===== src/rtl/dlfloat_dot_seq.sv =====
// dlfloat_dot_seq: job sequencer for the DLFloat16 MAC datapath.
// Takes a job of LEN operand pairs, flushes the MAC accumulator, streams the
// pairs into the MAC, waits out the MAC pipeline and returns the dot product.
// A NaN operand (16'hFFFF) anywhere in the job forces a NaN result.
module dlfloat_dot_seq #(
    parameter int LEN_W   = 8,
    parameter int MAC_LAT = 2,
    parameter int CLR_CYC = 2
) (
    input  logic             clk,
    input  logic             rst_n,
    input  logic             i_start,
    input  logic             i_abort,
    input  logic [LEN_W-1:0] i_cfg_len,
    output logic             o_busy,
    input  logic             i_in_valid,
    output logic             o_in_ready,
    input  logic [15:0]      i_in_a,
    input  logic [15:0]      i_in_b,
    output logic [15:0]      o_mac_a,
    output logic [15:0]      o_mac_b,
    output logic             o_mac_clr_n,
    input  logic [15:0]      i_mac_acc,
    output logic             o_res_valid,
    input  logic             i_res_ready,
    output logic [15:0]      o_res_data,
    output logic             o_res_nan,
    output logic [LEN_W-1:0] o_res_count
);

    // Wait counter is shared by CLEAR and DRAIN; sized for the longer of the two.
    localparam int WC_W = $clog2(MAC_LAT + CLR_CYC + 1) + 1;
    localparam logic [WC_W-1:0] CLR_LAST = WC_W'(CLR_CYC - 1);
    localparam logic [WC_W-1:0] LAT_LAST = WC_W'(MAC_LAT);
    localparam logic [15:0]     NAN16    = 16'hFFFF;

    typedef enum logic [2:0] {S_IDLE, S_CLEAR, S_FEED, S_DRAIN, S_DONE} state_t;

    state_t           r_state;
    state_t           w_next;
    logic [LEN_W-1:0] r_len;
    logic [LEN_W-1:0] r_cnt;
    logic             r_nan;
    logic [WC_W-1:0]  r_wcnt;
    logic [15:0]      r_mac_a;
    logic [15:0]      r_mac_b;
    logic [15:0]      r_res_data;

    logic w_in_ready;
    logic w_accept;
    logic w_last;
    logic w_nan_in;

    // An abort in the same cycle as a handshake wins: the pair is not taken.
    assign w_accept = i_in_valid & w_in_ready & ~i_abort;
    assign w_last   = w_accept && (r_cnt == r_len - LEN_W'(1));
    assign w_nan_in = (i_in_a == NAN16) || (i_in_b == NAN16);

    // State register
    always_ff @(posedge clk or negedge rst_n) begin
        if (!rst_n) r_state <= S_IDLE;
        else        r_state <= w_next;
    end

    // Next-state logic; abort overrides every transition
    always_comb begin
        w_next = r_state;
        if (i_abort) begin
            w_next = S_IDLE;
        end else begin
            case (r_state)
                S_IDLE:  if (i_start) w_next = (i_cfg_len != '0) ? S_CLEAR : S_DONE;
                S_CLEAR: if (r_wcnt == CLR_LAST) w_next = S_FEED;
                S_FEED:  if (w_last) w_next = S_DRAIN;
                S_DRAIN: if (r_wcnt == LAT_LAST) w_next = S_DONE;
                S_DONE:  if (i_res_ready) w_next = S_IDLE;
                default: w_next = S_IDLE;
            endcase
        end
    end

    // State-decoded control outputs
    always_comb begin
        o_busy      = (r_state != S_IDLE);
        w_in_ready  = (r_state == S_FEED);
        o_mac_clr_n = (r_state != S_CLEAR);
        o_res_valid = (r_state == S_DONE);
    end

    // Datapath: operand staging, job counters, result capture
    always_ff @(posedge clk or negedge rst_n) begin
        if (!rst_n) begin
            r_mac_a    <= '0;
            r_mac_b    <= '0;
            r_len      <= '0;
            r_cnt      <= '0;
            r_nan      <= 1'b0;
            r_wcnt     <= '0;
            r_res_data <= '0;
        end else if (i_abort) begin
            r_mac_a    <= '0;
            r_mac_b    <= '0;
            r_cnt      <= '0;
            r_nan      <= 1'b0;
            r_wcnt     <= '0;
            r_res_data <= '0;
        end else begin
            // Non-handshake cycles push a zero product into the MAC
            r_mac_a <= w_accept ? i_in_a : '0;
            r_mac_b <= w_accept ? i_in_b : '0;
            if (r_state != w_next)
                r_wcnt <= '0;
            else if (r_state == S_CLEAR || r_state == S_DRAIN)
                r_wcnt <= r_wcnt + WC_W'(1);
            case (r_state)
                S_IDLE: begin
                    if (i_start) begin
                        r_len <= i_cfg_len;
                        r_cnt <= '0;
                        r_nan <= 1'b0;
                        if (i_cfg_len == '0) r_res_data <= '0;
                    end
                end
                S_FEED: begin
                    if (w_accept) begin
                        r_cnt <= r_cnt + LEN_W'(1);
                        if (w_nan_in) r_nan <= 1'b1;
                    end
                end
                S_DRAIN: begin
                    if (r_wcnt == LAT_LAST) r_res_data <= r_nan ? NAN16 : i_mac_acc;
                end
                default: ;
            endcase
        end
    end

    assign o_in_ready  = w_in_ready;
    assign o_mac_a     = r_mac_a;
    assign o_mac_b     = r_mac_b;
    assign o_res_data  = r_res_data;
    assign o_res_nan   = r_nan;
    assign o_res_count = r_cnt;

endmodule


===== config.mk =====
export PLATFORM = sky130hd
export DESIGN_NAME = dlfloat_dot_seq
export DESIGN_NICKNAME = d
export VERILOG_FILES = /design/src/rtl/dlfloat_dot_seq.sv
export SDC_FILE = /design/constraint.sdc
export NUM_CORES = 1
export LEC_CHECK = 0
export ABC_AREA = 1
export CORE_MARGIN = 3
export CORE_UTILIZATION = 49
export CTS_CLUSTER_DIAMETER = 200
export DETAILED_ROUTE_END_ITERATION = 16
export GPL_TIMING_DRIVEN = 0
export HOLD_SLACK_MARGIN = 0.03
export PLACE_DENSITY = 0.86
export SYNTH_ARGS = -nofsm -noshare
export SYNTH_HDL_FRONTEND = slang
export SYNTH_SLANG_ARGS = --single-unit

===== constraint.sdc =====
create_clock -name clk -period 3.09 [get_ports clk]
set_input_delay 0.618 -clock clk [delete_from_list [all_inputs] [get_ports clk]]
set_output_delay 0.618 -clock clk [all_outputs]
set_load 0.02 [all_outputs]

==> results.sh, run 1 <==
export IMPL_via_per_inst=4.86
export IMPL_cts_resized=0
export IMPL_route_vias_total=3158
export IMPL_finalSetupViolCount=0
export IMPL_synth_top_family_by_area="simple AND/OR/NAND/NOR gates"
export IMPL_synthesis_area_per_instance_um2=8.37
export IMPL_nets=616
export IMPL_syn_area_mm2=0.00348
export IMPL_dr_pass1_iters=6
export IMPL_cts_buffers=9
export IMPL_wire_per_inst_um=13.2
export IMPL_fmax_mhz=407
export IMPL_status="completed"
export IMPL_post_cts_buffers=0
export IMPL_relSlewSlack_pct=40.4
export IMPL_cpLargestDelayFamily="buffers and inverters"
export IMPL_post_route_drc_count=0
export IMPL_reg2reg_depth=10
export IMPL_worstSkewPairLatency_ns=0.34
export IMPL_die_w_um=90.3
export IMPL_port_buffer_count=122
export IMPL_wl_um=8600
export IMPL_synth_net_count=483
export IMPL_power_leakage_uw=0.00245
export IMPL_synth_seq_area_share_pct=51.7
export IMPL_dp_hpwl_um=6610
export IMPL_hold_path_class="in2async"
export IMPL_yosys_area_share_simple_pct=23.9
export IMPL_worstPathCellList="inv_2 -> nand2_1 -> nor2_1 -> clkdlybuf4s50_1"
export IMPL_synthXorXnorAreaFrac_pct=2.77
export IMPL_hold_viol=0
export IMPL_skew_ns=0.0115
export IMPL_yosys_warnings=0
export IMPL_coreArea_mm2=0.00683
export IMPL_cp_data_required_time_ns=2.47
export IMPL_placed_cell_area_mm2=0.00482
export IMPL_grt_max_degree=73
export IMPL_cts_root_buf="clkbuf_8"
export IMPL_period_share_pct=79.5
export IMPL_postSynthRegisterBits=72
export IMPL_critPathMaxStageDelay_ns=0.65
export IMPL_track_usage_pct=21.9
export IMPL_cts_sinks=72
export IMPL_synth_mux_area_fraction_pct=0
export IMPL_antenna_cells=0
export IMPL_hold_buffers=0
export IMPL_grt_overflow_total=0
export IMPL_post_route_min_period_ns=2.46
export IMPL_end_kind="output pin"
export IMPL_reg2reg_slack_ns=1.22
export IMPL_drt_iter0_markers=122
export IMPL_ant_nets=0
export IMPL_cp_arrival_ns=1.84
export IMPL_grt_pass1_vias=3108
export IMPL_fill_cells=508
export IMPL_crit_start="r_state[2]$_DFF_PN0_"
export IMPL_clockBufferDepth=2
export IMPL_peakVddDrop_mv=0.321
export IMPL_reg2reg_from="r_state[2]$_DFF_PN0_"
export IMPL_cts_tree="done"
export IMPL_path_max_fanout=5
export IMPL_rr_endpoint="r_wcnt[2]$_DFFE_PN0P_"
export IMPL_ys_types=31
export IMPL_gp_congestion=0.843
export IMPL_power_density_mw_per_mm2=452
export IMPL_rsz0062_at_grt="false"
export IMPL_grt_pass1_wl_um=14500
export IMPL_worstMarginPinSlew_ns=0.894
export IMPL_fp_row_count=30
export IMPL_cp_slowest_cell="clkdlybuf4s50_1"
export IMPL_maxCapViolCount=0
export IMPL_critPathLaunchType="flip-flop"
export IMPL_finalMaxSlewViolations=0
export IMPL_die_area_mm2=0.00815
export IMPL_power_uw=2280
export IMPL_floorplan_initialDensity_pct=51.0
export IMPL_io_pins=123
export IMPL_path_buf_inv=2
export IMPL_drive_gt1_share_pct=8.12
export IMPL_syn_to_final_growth_pct=44.7
export IMPL_clk_pin_slew_ns=0.09
export IMPL_yosys_area_share_adder_pct=1.80
export IMPL_cts_max_level=3
export IMPL_critPathKind="reg2out"
export IMPL_grt_antenna_before_repair=0
export IMPL_design_area_mm2=0.00504
export IMPL_synth_compound_area_share_pct=9.70
export IMPL_die_y_um=90.3
export IMPL_synth_cells=416
[placed cells by master (no fill, tap or decap), types with 2 or more instances in the layout]
cell,netlist,routed
clkdlybuf4s50_1,0,121
buf_2,3,3
bufinv_16,0,2
nor2_2,3,3
nor3_1,3,3
clkbuf_1,8,9
clkbuf_2,2,2
o211ai_1,16,16
nor4_1,8,8
nand3_1,12,12
a21oi_1,7,7
clkbuf_8,0,9
nor2_1,61,61
inv_1,71,71
o21ai_0,25,25
nand2_2,5,5
inv_6,0,2
xor2_1,8,8
o21ai_1,6,6
ha_1,5,5
inv_2,3,3
nand4_1,7,7
inv_4,3,3
xnor2_1,3,3
dfrtp_1,72,72
nand2_4,4,4
nand2_1,73,73
[report_power, final]
group          switching, uW  internal [uW]
combinational            238            189
sequential              42.5            980
clock                    366            460
[per-stage QoR]
| step | cells | hold slack (ns) | setup TNS, ns | worst slack [ns] | util, % |
|---|---|---|---|---|---|
| floorplan | 416 | 0.322 | 0 | 1.39 | - |
| global placement | 634 | 0.468 | -68.76 | -0.961 | 70.6 |
| detailed placement | 634 | 0.472 | 0 | 0.506 | 70.6 |
| CTS | 650 | 0.427 | 0 | 0.629 | 73.8 |
| global route | 650 | 0.461 | 0 | 0.548 | 73.8 |
| finish | 650 | 0.386 | 0 | 0.633 | 73.8 |
[cell usage after synthesis (all sizes together)]
cell / instances / area share, %
nand2: 82 / 10
inv: 77 / 8.5
dfrtp: 72 / 52
nor2: 66 / 8.0
o21ai: 31 / 4.5
o211ai: 17 / 3.8
nand3: 12 / 1.7
clkbuf: 10 / 1.1
a21oi: 8 / 1.3
nor4: 8 / 1.4
xor2: 8 / 2.0
nand4: 7 / 1.3
ha: 5 / 1.8
nor3: 5 / 1.2
buf: 3 / 0.43
xnor2: 3 / 0.75
a31oi: 1 / 0.18
nand3b: 1 / 0.22
[kinds of logic after synthesis]
family | count (synthesis)
simple gates | 181
buf+inv | 90
flops | 72
compound gates | 57
xor+xnor | 11
fa+ha+maj | 5
[worst max-delay path by stage]
stage / endpoint / slack (ns) / cells past startpoint
5_1_grt: o_in_ready / 0.55 / 4
3_3_place_gp: o_mac_b[11]$_DFF_PN0_ / -0.96 / 1
3_5_place_dp: r_wcnt[2]$_DFFE_PN0P_ / 0.51 / 11
2_1_floorplan: r_wcnt[1]$_DFFE_PN0P_ / 1.39 / 12
4_1_cts: o_in_ready / 0.63 / 4
6_report: o_in_ready / 0.63 / 4
[metal layers]
| layer | GRT usage [%] | wire (um) | part of all wire [%] | vias up |
|---|---|---|---|---|
| met3 | 6.33 | 562 | 6.5 | 10 |
| met4 | 5.48 | 76 | 0.88 | 0 |
| met2 | 37.5 | 4280 | 50 | 121 |
| met1 | 27.5 | 3670 | 43 | 1458 |
| li1 | - | - | - | 1569 |
| met5 | 0 | 0 | 0 | - |
[registers in the layout, summed over array words and instances, names as in the netlist]
name,flops
r_len,8
o_res_nan,1
r_wcnt,4
o_res_data,16
r_state,3
o_res_count,8
o_mac_a,16
o_mac_b,16
[area by class of cell]
cell class | count | area (um2) | area share, %
plain buffers | 13 | 55.1 | 1.09
clock buffers | 10 | 128 | 2.53
clock inverters | 6 | 90.1 | 1.79
inverters | 77 | 297 | 5.89
multi-input cells | 254 | 1330 | 26.4
flip-flops and latches | 72 | 1800 | 35.8
well taps | 96 | 120 | 2.38
repair buffers | 122 | 1220 | 24.2
Note: power is estimated with default switching activity, not from simulation.
==> run 2, diff against run 1 <==
--- a/config.mk
+++ b/config.mk
@@ -7,12 +7,12 @@
 export LEC_CHECK = 0
 export ABC_AREA = 1
 export CORE_MARGIN = 3
-export CORE_UTILIZATION = 49
+export CORE_UTILIZATION = 41
 export CTS_CLUSTER_DIAMETER = 200
 export DETAILED_ROUTE_END_ITERATION = 16
 export GPL_TIMING_DRIVEN = 0
 export HOLD_SLACK_MARGIN = 0.03
-export PLACE_DENSITY = 0.86
+export PLACE_DENSITY = 0.77
 export SYNTH_ARGS = -nofsm -noshare
 export SYNTH_HDL_FRONTEND = slang
 export SYNTH_SLANG_ARGS = --single-unit
==> constraint.sdc (replaced) <==
create_clock -name clk -period 2 [get_ports clk]
set_input_delay 0.4 -clock clk [delete_from_list [all_inputs] [get_ports clk]]
set_output_delay 0.4 -clock clk [all_outputs]
set_load 0.02 [all_outputs]
==> results.sh, run 2 (same netlist as run 1, synthesis figures left out) <==
export IMPL_grt_pass1_vias=3177
export IMPL_fin_ws_ns=0.0945
export IMPL_drive_gt1_share_pct=9.66
export IMPL_relSlewSlack_pct=40.7
export IMPL_peakVddDrop_mv=0.422
export IMPL_period_share_pct=95.3
export IMPL_cp_slowest_cell="dfrtp_2"
export IMPL_finalSetupViolCount=0
export IMPL_cp_arrival_ns=1.51
export IMPL_end_kind="output pin"
export IMPL_cp_data_required_time_ns=1.60
export IMPL_p_sw_share_pct=27.9
export IMPL_floorplan_initialDensity_pct=43.7
export IMPL_route_vias_total=3176
export IMPL_grt_overflow_total=0
export IMPL_post_route_drc_count=0
export IMPL_ant_nets=0
export IMPL_antenna_cells=0
export IMPL_grt_antenna_before_repair=0
export IMPL_die_y_um=98.2
export IMPL_hold_path_class="in2async"
export IMPL_port_buffer_count=122
export IMPL_switchingPower_uw=1040
export IMPL_pre_cts_slack_ns=-0.360
export IMPL_grt_pass1_wl_um=14800
export IMPL_combinationalPowerShare_pct=19.2
export IMPL_critPathKind="reg2out"
export IMPL_final_common_cell="clkdlybuf4s50_1"
export IMPL_fill_cells=689
export IMPL_grt_max_degree=73
export IMPL_cts_max_level=3
export IMPL_whs_ns=0.166
export IMPL_syn_to_final_growth_pct=47.2
export IMPL_path_max_fanout=6
export IMPL_track_usage_pct=18.8
export IMPL_die_area_mm2=0.00963
export IMPL_post_route_min_period_ns=1.91
export IMPL_clockBufferDepth=2
export IMPL_placed_cell_area_mm2=0.00483
export IMPL_io_pins=123
export IMPL_worstPathCellList="inv_2 -> nand2_4 -> inv_2 -> nand2_2 -> dlygate4sd2_1"
export IMPL_dr_pass1_iters=4
export IMPL_worstMarginPinSlew_ns=0.890
export IMPL_cts_buffers=9
export IMPL_gp_congestion=0.836
export IMPL_wl_um=8930
export IMPL_hold_viol=0
export IMPL_skew_ns=0.00590
export IMPL_cts_root_buf="clkbuf_8"
export IMPL_clock_power_share_pct=38.2
export IMPL_finalSetupTns_ns=0
export IMPL_nets=621
export IMPL_power_density_mw_per_mm2=725
export IMPL_design_area_mm2=0.00512
export IMPL_fp_row_count=32
export IMPL_die_w_um=98.2
export IMPL_pwr_share_seq_pct=42.5
export IMPL_power_leakage_uw=0.00250
export IMPL_dp_cells=640
export IMPL_drt_iter0_markers=97
export IMPL_critPathLaunchType="flip-flop"
export IMPL_final_cell_mix="117 x clkdlybuf4s50_1, 73 x nand2_1, 71 x dfrtp_1"
export IMPL_via_per_inst=4.80
export IMPL_regArea_mm2=0.00180
export IMPL_coreArea_mm2=0.00797
export IMPL_multi_input_area_mm2=0.00134
export IMPL_finalMaxSlewViolations=0
export IMPL_cts_sinks=72
export IMPL_cp_common_cell="inv_2"
export IMPL_internal_power_uw=2680
export IMPL_wire_per_inst_um=13.5
export IMPL_critPathMaxStageDelay_ns=0.46
export IMPL_path_buf_inv=3
export IMPL_worstSkewPairLatency_ns=0.33
export IMPL_status="completed"
export IMPL_maxCapViolCount=0
export IMPL_clk_pin_slew_ns=0.08
export IMPL_cts_tree="done"
export IMPL_cpLargestDelayFamily="buffers and inverters"
export IMPL_fmax_mhz=525
export IMPL_dp_hpwl_um=6750
export IMPL_stdcell_count=661
==> run 2: final cells by class <==
type | instances | share of cell area (%)
Buffer | 13 | 1.07
Clock buffer | 9 | 2.42
Clock inverter | 7 | 2.44
Inverter | 77 | 5.79
Multi-Input combinational cell | 254 | 26.2
Sequential cell | 72 | 35.2
Tap cell | 102 | 2.49
Timing Repair Buffer | 127 | 24.4
==> run 2: worst paths after layout <==
check	startpoint	end	slack (ns)	depth (start not counted)
setup / recovery	r_state[2]$_DFF_PN0_	o_mac_clr_n	0.09	5
hold / removal	rst_n	r_state[1]$_DFF_PN0_	0.17	1
setup reg to reg	r_len[0]$_DFFE_PN0P_	r_wcnt[3]$_DFFE_PN0P_	0.17	14
hold reg to reg	o_res_data[9]$_DFFE_PN0P_	o_res_data[9]$_DFFE_PN0P_	0.49	2
max in group asynchronous	rst_n	o_res_data[1]$_DFFE_PN0P_	1.23	1
min in group clk	o_res_data[9]$_DFFE_PN0P_	o_res_data[9]$_DFFE_PN0P_	0.49	2
==> run 2: per-stage QoR <==
stage / util [%] / power (uW)
final: 64.3 / 3720
after CTS: 63.8 / 3700
after global routing: 64.3 / 3920
after floorplan: - / 1990
after detailed placement: 60.6 / 2280
after global placement: 60.6 / 2260
==> run 2: power by group through the flow <==
stage                     clock network, uW  logic, uW  registers [uW]
after global placement                    0        652            1610
after global routing                   1520        808            1590
after CTS                              1460        670            1580
after detailed placement                  0        669            1610
after floorplan                           0        379            1610
final                                  1420        714            1580
==> run 2: per-layer routing <==
metal / up-vias / GRT usage (%) / part of all wire, % / wire length (um)
li1: 1579 / - / - / -
met1: 1502 / 24.4 / 44 / 3930
met2: 90 / 32.2 / 50 / 4510
met3: 5 / 3.79 / 5.0 / 451
met4: 0 / 4.83 / 0.51 / 46
met5: - / 0 / 0 / 0
==> run 2: worst register-to-register path: stages (launching register included) <==
cell     delay [ns]
dfrtp_1        0.42
inv_2          0.11
ha_4           0.21
inv_1          0.05
nand2_1        0.05
nand2_1        0.07
nand3_1        0.08
nor2_1         0.13
nand2_1        0.06
nor2_1         0.08
nand3_1        0.11
nand2_1        0.09
nand3_1        0.09
nand2_2        0.13
nor2_1         0.06
==> run 2: what timing repair did <==
action,CTS,global route
hold buffers,0,0
gates resized for setup,5,3
endpoints found under the setup margin,8,5
buffers inserted,1,4
pin swaps,1,3
==> run 3, diff against run 2 <==
--- a/config.mk
+++ b/config.mk
@@ -6,13 +6,15 @@
 export NUM_CORES = 1
 export LEC_CHECK = 0
 export ABC_AREA = 1
+export CELL_PAD_IN_SITES_DETAIL_PLACEMENT = 1
+export CELL_PAD_IN_SITES_GLOBAL_PLACEMENT = 1
 export CORE_MARGIN = 3
-export CORE_UTILIZATION = 41
+export CORE_UTILIZATION = 29
 export CTS_CLUSTER_DIAMETER = 200
 export DETAILED_ROUTE_END_ITERATION = 16
 export GPL_TIMING_DRIVEN = 0
 export HOLD_SLACK_MARGIN = 0.03
-export PLACE_DENSITY = 0.77
+export PLACE_DENSITY = 0.76
 export SYNTH_ARGS = -nofsm -noshare
 export SYNTH_HDL_FRONTEND = slang
 export SYNTH_SLANG_ARGS = --single-unit
==> results.sh, run 3 (same netlist as run 1, synthesis figures left out) <==
export IMPL_track_usage_pct=16.5
export IMPL_wire_per_inst_um=15.2
export IMPL_port_buffer_count=122
export IMPL_status="completed"
export IMPL_cp_slowest_cell="dfrtp_1"
export IMPL_critPathMaxStageDelay_ns=0.42
export IMPL_die_y_um=116
export IMPL_ant_nets=0
export IMPL_clockBufferDepth=2
export IMPL_die_w_um=116
export IMPL_grt_overflow_total=0
export IMPL_route_vias_total=3231
export IMPL_finalSetupTns_ns=0
export IMPL_relSlewSlack_pct=69.1
export IMPL_drt_iter0_markers=119
export IMPL_combinationalPowerShare_pct=18.0
export IMPL_grt_antenna_before_repair=0
export IMPL_wl_um=10600
export IMPL_grt_max_degree=72
export IMPL_nets=618
export IMPL_power_uw=3940
export IMPL_maxCapViolCount=0
export IMPL_gp_congestion=0.782
export IMPL_cp_data_required_time_ns=1.60
export IMPL_floorplan_initialDensity_pct=30.1
export IMPL_cts_tree="done"
export IMPL_hold_viol=0
export IMPL_path_buf_inv=3
export IMPL_drive_gt1_share_pct=8.99
export IMPL_path_max_fanout=6
export IMPL_cts_max_level=3
export IMPL_worstMarginPinSlew_ns=0.464
export IMPL_hold_path_class="in2async"
export IMPL_dr_pass1_iters=4
export IMPL_worstSkewPairLatency_ns=0.33
export IMPL_clock_power_share_pct=41.7
export IMPL_post_route_drc_count=0
export IMPL_reg2reg_slack_ns=0.16
export IMPL_via_per_inst=4.62
export IMPL_io_pins=123
export IMPL_p_sw_share_pct=28.1
export IMPL_switchingPower_uw=1110
export IMPL_rsz0062_at_grt="false"
export IMPL_clk_pin_slew_ns=0.06
export IMPL_pwr_share_seq_pct=40.3
export IMPL_cpLargestDelayFamily="buffers and inverters"
export IMPL_worstPathCellList="inv_4 -> nand2_2 -> nor2_4 -> inv_1 -> dlygate4sd2_1"
export IMPL_grt_pass1_vias=3527
export IMPL_antenna_cells=0
export IMPL_coreArea_mm2=0.0116
export IMPL_die_area_mm2=0.0134
export IMPL_cts_sinks=72
export IMPL_final_common_cell="clkdlybuf4s50_1"
export IMPL_internal_power_uw=2830
export IMPL_end_kind="output pin"
export IMPL_fp_row_count=39
export IMPL_power_leakage_uw=0.00252
export IMPL_dp_hpwl_um=8310
export IMPL_period_share_pct=94.9
export IMPL_finalSetupViolCount=0
export IMPL_cp_arrival_ns=1.50
export IMPL_critPathKind="reg2out"
export IMPL_final_cell_mix="117 x clkdlybuf4s50_1, 73 x nand2_1, 71 x inv_1, 71 x dfrtp_1, 61 x nor2_1"
export IMPL_cts_buffers=9
export IMPL_fmax_mhz=527
export IMPL_post_route_min_period_ns=1.90
export IMPL_cts_root_buf="clkbuf_16"
export IMPL_critPathLaunchType="flip-flop"
export IMPL_finalMaxSlewViolations=0
export IMPL_skew_ns=0.00914
export IMPL_power_density_mw_per_mm2=751
export IMPL_peakVddDrop_mv=0.384
export IMPL_grt_pass1_wl_um=17300
export IMPL_syn_to_final_growth_pct=50.5
run 3: cell types whose count changed in the layout (fill, tap and decap cells not counted), sizes merged:
| cell | delta |
|---|---|
| clkbuf | +1 |
| bufinv | -2 |
| clkinv | +1 |
| buf | -4 |
| clkinvlp | +2 |
| dlygate4sd3 | +1 |
| inv | -2 |
run 3: final timing paths:
kind / startpoint / endpoint / cells past startpoint
min reg2reg: o_res_data[2]$_DFFE_PN0P_ / o_res_data[2]$_DFFE_PN0P_ / 2
max in group asynchronous: rst_n / r_state[2]$_DFF_PN0_ / 3
max reg2reg: r_len[0]$_DFFE_PN0P_ / r_wcnt[1]$_DFFE_PN0P_ / 14
min in group clk: o_res_data[2]$_DFFE_PN0P_ / o_res_data[2]$_DFFE_PN0P_ / 2
max: r_state[1]$_DFF_PN0_ / o_busy / 5
min: rst_n / o_res_data[8]$_DFFE_PN0P_ / 2
run 3: area by class of cell:
type | instances | area, um2
Multi-Input combinational cell | 254 | 1340
Clock buffer | 10 | 239
Inverter | 77 | 297
Tap cell | 143 | 179
Sequential cell | 72 | 1800
Fill cell | 1341 | 6320
Timing Repair Buffer | 125 | 1260
Buffer | 12 | 53.8
Clock inverter | 6 | 67.6
run 3: power groups by stage:
stage          logic [uW]  registers (uW)  clock network (uW)
2_1_floorplan         379            1610                   0
3_3_place_gp          666            1610                   0
3_5_place_dp          707            1610                   0
4_1_cts               706            1590                1690
5_1_grt               810            1600                1750
6_report              710            1590                1640
run 3: through the flow:
stage	cell area (um2)	util, %	std cells	setup slack [ns]	hold WS [ns]
after floorplan	3480	-	416	0.298	0.104
after global placement	4880	42.2	681	-1.99	0.468
after detailed placement	4910	42.4	682	-0.495	0.199
after CTS	5220	45.2	699	0.0615	0.406
after global routing	5240	45.3	699	0.0122	0.419
final	5240	45.3	699	0.102	0.422
run 3: repair_timing:
item / 4_1_cts / 5_1_grt
hold buffers: 1 / 0
gates resized for setup: 4 / 5
pin swaps: 1 / 0
buffers inserted: 1 / 0
endpoints found under the setup margin: 9 / 6
hold endpoints to repair: 1 / 0
run 3: per-layer routing:
| metal | vias up | GRT usage [%] | wire length, um | share of wire [%] |
|---|---|---|---|---|
| met4 | 0 | 6.18 | 214 | 2.0 |
| met3 | 20 | 3.45 | 632 | 6.0 |
| met1 | 1548 | 19.8 | 4380 | 41 |
| li1 | 1569 | - | - | - |
| met5 | - | 0 | 0 | 0 |
| met2 | 94 | 29.0 | 5370 | 51 |
